===== config.mk =====
export PLATFORM = sky130hd
export DESIGN_NAME = bus_responder
export DESIGN_NICKNAME = d
export VERILOG_FILES = /design/src/rtl/bus_responder.sv
export SDC_FILE = /design/constraint.sdc
export NUM_CORES = 1
export LEC_CHECK = 0
export ABC_AREA = 1
export BUFFER_PORTS_ARGS = -buffer_cell sky130_fd_sc_hd__buf_4
export CAP_MARGIN = 20
export CORE_AREA = 5 5 244 246
export DETAILED_ROUTE_END_ITERATION = 12
export DIE_AREA = 0 0 249 251
export GPL_ROUTABILITY_DRIVEN = 0
export HOLD_SLACK_MARGIN = 0.12
export PLACE_DENSITY = 0.66
export SETUP_SLACK_MARGIN = 0.02
export SLEW_MARGIN = 20
export SYNTH_ARGS = -nofsm -noshare
export SYNTH_HDL_FRONTEND = slang
export SYNTH_SLANG_ARGS = --single-unit

===== constraint.sdc =====
create_clock -name clk -period 3.7 [get_ports clk]
set_input_delay 0.185 -clock clk [delete_from_list [all_inputs] [get_ports clk]]
set_output_delay 0.185 -clock clk [all_outputs]
set_load 0.03 [all_outputs]

===== src/rtl/bus_responder.sv =====
// Wait-state bus responder with a DEPTH-word register file behind a decoded address window.
// Optional protocol-error pulse output enabled by defining BUS_RESPONDER_ERR_EN.
module bus_responder #(
  parameter int               WIDTH       = 32,
  parameter int               DEPTH       = 16,
  parameter logic [WIDTH-1:0] BASE_ADDR   = 32'h0000_1000,
  parameter int               WAIT_STATES = 2
) (
  input  logic             clk,
  input  logic             rst,
  input  logic [WIDTH-1:0] ADDR,
  input  logic [WIDTH-1:0] DATA_IN,
  output logic [WIDTH-1:0] DATA_OUT,
  input  logic             rd_,
  input  logic             wr_,
  input  logic             den_,
  output logic             stall_,
  output logic             data_oe
`ifdef BUS_RESPONDER_ERR_EN
  ,
  output logic             err
`endif
);

  localparam int         AW       = $clog2(DEPTH);
  localparam logic [2:0] CNT_INIT = (WAIT_STATES == 0) ? 3'd0 : 3'(WAIT_STATES - 1);

  typedef enum logic [1:0] {S_IDLE, S_WAIT, S_XFER, S_HOLD} state_t;

  state_t            state_q, state_d;
  logic [2:0]        cnt_q, cnt_d;
  logic [AW-1:0]     idx_q, idx_d;
  logic              is_rd_q, is_rd_d;
  logic [WIDTH-1:0]  wdata_q, wdata_d;
  logic [WIDTH-1:0]  dout_q, dout_d;
  logic [WIDTH-1:0]  mem_q [DEPTH];
  logic              wr_en;
  logic              hit;
  logic              unused_addr_lsb;

  assign hit             = (ADDR[WIDTH-1:AW+2] == BASE_ADDR[WIDTH-1:AW+2]);
  assign unused_addr_lsb = ^ADDR[1:0];

`ifdef BUS_RESPONDER_ERR_EN
  logic err_q, err_d;
  assign err = err_q;
`endif

  // State and datapath registers; reset wins over any pending write.
  always_ff @(posedge clk) begin
    if (rst) begin
      state_q <= S_IDLE;
      cnt_q   <= 3'd0;
      idx_q   <= '0;
      is_rd_q <= 1'b0;
      wdata_q <= '0;
      dout_q  <= '0;
      for (int i = 0; i < DEPTH; i++) mem_q[i] <= '0;
`ifdef BUS_RESPONDER_ERR_EN
      err_q   <= 1'b0;
`endif
    end else begin
      state_q <= state_d;
      cnt_q   <= cnt_d;
      idx_q   <= idx_d;
      is_rd_q <= is_rd_d;
      wdata_q <= wdata_d;
      dout_q  <= dout_d;
      if (wr_en) mem_q[idx_q] <= wdata_q;
`ifdef BUS_RESPONDER_ERR_EN
      err_q   <= err_d;
`endif
    end
  end

  always_comb begin
    state_d = state_q;
    cnt_d   = cnt_q;
    idx_d   = idx_q;
    is_rd_d = is_rd_q;
    wdata_d = wdata_q;
    dout_d  = dout_q;
    wr_en   = 1'b0;
`ifdef BUS_RESPONDER_ERR_EN
    err_d   = 1'b0;
`endif
    unique case (state_q)
      S_IDLE: begin
        // Exactly one strobe low starts an access; both low is illegal and ignored.
        if (hit && (rd_ ^ wr_)) begin
          idx_d   = ADDR[AW+1:2];
          is_rd_d = ~rd_;
          if (rd_) wdata_d = DATA_IN;
          cnt_d   = CNT_INIT;
          state_d = (WAIT_STATES == 0) ? S_XFER : S_WAIT;
        end
`ifdef BUS_RESPONDER_ERR_EN
        if (hit && !rd_ && !wr_) err_d = 1'b1;
`endif
      end
      S_WAIT: begin
        if (is_rd_q ? rd_ : wr_) begin
          state_d = S_IDLE;
          cnt_d   = 3'd0;
`ifdef BUS_RESPONDER_ERR_EN
          err_d   = 1'b1;
`endif
        end else if (cnt_q == 3'd0) begin
          state_d = S_XFER;
        end else begin
          cnt_d = cnt_q - 3'd1;
        end
      end
      S_XFER: begin
        state_d = S_HOLD;
        if (is_rd_q) dout_d = mem_q[idx_q];
        else         wr_en  = 1'b1;
      end
      S_HOLD: begin
        if (rd_ && wr_) state_d = S_IDLE;
`ifdef BUS_RESPONDER_ERR_EN
        if (is_rd_q ? !wr_ : !rd_) err_d = 1'b1;
`endif
      end
      default: state_d = S_IDLE;
    endcase
  end

  always_comb begin
    stall_   = (state_q != S_WAIT);
    data_oe  = (state_q == S_HOLD) && is_rd_q && !den_;
    DATA_OUT = dout_q;
  end

endmodule


==> flow_metrics.env <==
export IMPL_status="finished, final reports clean"
export IMPL_p_per_area_mw_per_mm2=479
export IMPL_clockBufferDepth=3
export IMPL_synth_cell_type_count=26
export IMPL_wirelength_um=71100
export IMPL_layout_commonest_cell="nor2_1"
export IMPL_critPathArrivalTime_ns=3.28
export IMPL_critPathLaunchType="input pin"
export IMPL_fin_nets=2651
export IMPL_synth_area_leader_cell="edfxtp_1"
export IMPL_layout_drive_gt1_share_pct=11.1
export IMPL_synth_top_area_share_pct=60.3
export IMPL_fp_dieH_um=251
export IMPL_seq_area_frac_synth_pct=66.2
export IMPL_slew_viol_final=0
export IMPL_hold_worst_slack_ns=0.216
export IMPL_initial_core_util_pct=44.6
export IMPL_die_w_um=249
export IMPL_fmax_ghz=0.360
export IMPL_cts_setup_buffers=0
export IMPL_grt_pass1_wl_um=107000
export IMPL_htreeDepth=2
export IMPL_synth_area_leaders="edfxtp_1 60%, nor2_1 9.5%, nand2_1 9.0%, dfxtp_1 5.8%, a22oi_1 3.2%"
export IMPL_grt_max_degree=129
export IMPL_area_growth_pct=14.4
export IMPL_critPathSlowestCell="dlygate4sd3_1"
export IMPL_grt_overflow_total=0
export IMPL_slew_headroom_pct=32.1
export IMPL_final_cell_mix="639 x nor2_1, 608 x nand2_1, 512 x edfxtp_1"
export IMPL_drc_errors=0
export IMPL_first_pass_iters=6
export IMPL_cts_resized=0
export IMPL_crit_buf_inv=4
export IMPL_antenna_cells=0
export IMPL_postSynthAreaPerCell_um2=10.3
export IMPL_cp_slowest_stage_delay_ns=0.59
export IMPL_yosysWarnings=0
export IMPL_cts_made_buffers=58
export IMPL_worst_slew_pin_slew_ns=1.02
export IMPL_clkLatencyLatePin_ns=0.62
export IMPL_io_buffers=100
export IMPL_grt_antenna_before_repair=0
export IMPL_finalClockSkew_ns=0.0136
export IMPL_hold_violations=0
export IMPL_syn_inst=2478
export IMPL_min_path_type="in -> reg"
export IMPL_worstPathRequired_ns=4.21
export IMPL_clock_sinks=586
export IMPL_setup_violations=0
export IMPL_synthesis_area_mm2=0.0255
export IMPL_fill_cells=5021
export IMPL_grt_pass1_vias=18100
export IMPL_crit_path_end_kind="register"
export IMPL_period_minus_slack_ns=2.77
export IMPL_fin_setup_tns_ns=0
export IMPL_cts_tree="done"
export IMPL_vias_per_cell=5.43
export IMPL_drv_cap=0
export IMPL_grt_util_all_layers_pct=22.0
export IMPL_drt_iter0_markers=2233
export IMPL_critPathLaunch="rd_"
export IMPL_critical_path_top_delay_family="buffers and inverters"
export IMPL_dpl_hpwl_um=39000
export IMPL_synth_nets=2550
export IMPL_timing_final_crit_share_pct=75.0
export IMPL_rr_startpoint="state_q[0]"
export IMPL_die_area_mm2=0.0625
export IMPL_vias=18400
export IMPL_rsz0062_at_grt="false"
export IMPL_ant_nets=0
export IMPL_fin_util_pct=51.0
export IMPL_clockRootBuffer="clkbuf_16"
export IMPL_pin_count=103
export IMPL_detail_route_wl_per_cell_um=21.0
export IMPL_path_max_fanout=35
export IMPL_min_delay_start="ADDR[30]"
export IMPL_p_leak_nw=10.2
export IMPL_critPathKind="in -> reg"
export IMPL_max_vdd_ir_drop_v=0.000383
export IMPL_ys_ff_latch=586
export IMPL_crit_chain="dlygate4sd3_1 > buf_4 > ha_1 > nand3_1 > nor2_1 > nand2_1 > nor2_2 > buf_4 > nand4_1 > dlygate4sd3_1 > nand2_1 > nor2_1"
export IMPL_clk_pin_slew_ns=0.06
export IMPL_core_area_mm2=0.0571
export IMPL_rows=88
-- registers in the layout, indices dropped and copies added, names as in the netlist, named ones only --
register  count
DATA_OUT     32
state_q       1
wdata_q      32
idx_q         4
mem_q       512
cnt_q         3
is_rd_q       1
-- worst register-to-register path, cell delays in order (launching register included) --
cell     delay (ns)
dfxtp_1        0.36
inv_1          0.16
nand4_1        0.33
nor2_1         0.40
nand2_1        0.17
nand2_2        0.37
buf_4          0.48
-- metal layers --
metal / routed length [um] / up-vias / track usage, % / part of all wire [%]
met2: 34300 / 845 / 37.0 / 48
met5: 0 / - / 0 / 0
met4: 1780 / 0 / 6.09 / 2.5
li1: - / 8485 / - / -
met1: 28500 / 8991 / 29.6 / 40
met3: 6560 / 111 / 4.17 / 9.2
-- worst paths after layout --
path                            depth (start not counted)  slack, ns           end
worst max-delay path                                   12       0.93    wdata_q[0]
worst min-delay path                                    7       0.22       is_rd_q
worst min register to register                          2       0.50      cnt_q[1]
worst max register to register                          6       1.07  mem_q[3][25]
-- area by class of cell --
class	count	area, um2	area share, %
repair buffers	219	1860	6.40
flip-flops and latches	586	16900	57.8
inverters	132	498	1.71
clock inverters	22	205	0.704
multi-input cells	1582	7000	24.0
well taps	765	957	3.28
clock buffers	88	1760	6.03
-- through the flow --
step,setup WS (ns),power [mW],cell area (um2),std cells
6_report,0.925,14.0,29100,3394
4_1_cts,0.949,14.0,29100,3394
5_1_grt,0.677,14.3,29100,3394
3_5_place_dp,1.15,8.03,26600,3226
3_3_place_gp,1.20,8.01,26600,3226
2_1_floorplan,1.37,7.81,25500,2478
-- logic make-up (layout without fill, tap and decap cells) --
group	Yosys count	after routing	synth area share, %
simple gates	1408	1408	22.1
compound gates	171	171	5.03
buf+inv	310	461	6.55
flops	586	586	66.2
fa+ha+maj	3	3	0.147
-- synthesized netlist by cell type --
cell / n
nand3_1: 44
nor2_1: 642
edfxtp_1: 512
nor3_2: 3
buf_6: 45
nor3_4: 1
buf_2: 29
buf_1: 7
nor2_2: 5
o211ai_1: 1
a21oi_1: 8
nand2_1: 613
a22oi_1: 108
buf_4: 35
o32ai_1: 1
or2_2: 2
inv_2: 4
nor4_1: 1
inv_1: 95
dfxtp_1: 74
o21ai_0: 33
clkbuf_1: 62
clkinv_1: 33
ha_1: 3
a22oi_2: 20
nand4_1: 97
-- where the power goes --
part	switching, mW	total, mW	internal [mW]	leakage, nW
registers	0.0731	7.49	7.42	5.59
clock network	2.48	6.02	3.54	0.973
logic	0.279	0.438	0.159	3.63
-- repair_timing --
action	CTS	global route
hold endpoints to repair	39	0
hold buffers	58	0
endpoints found under the setup margin	0	0
(Power assumes the default switching activity.)
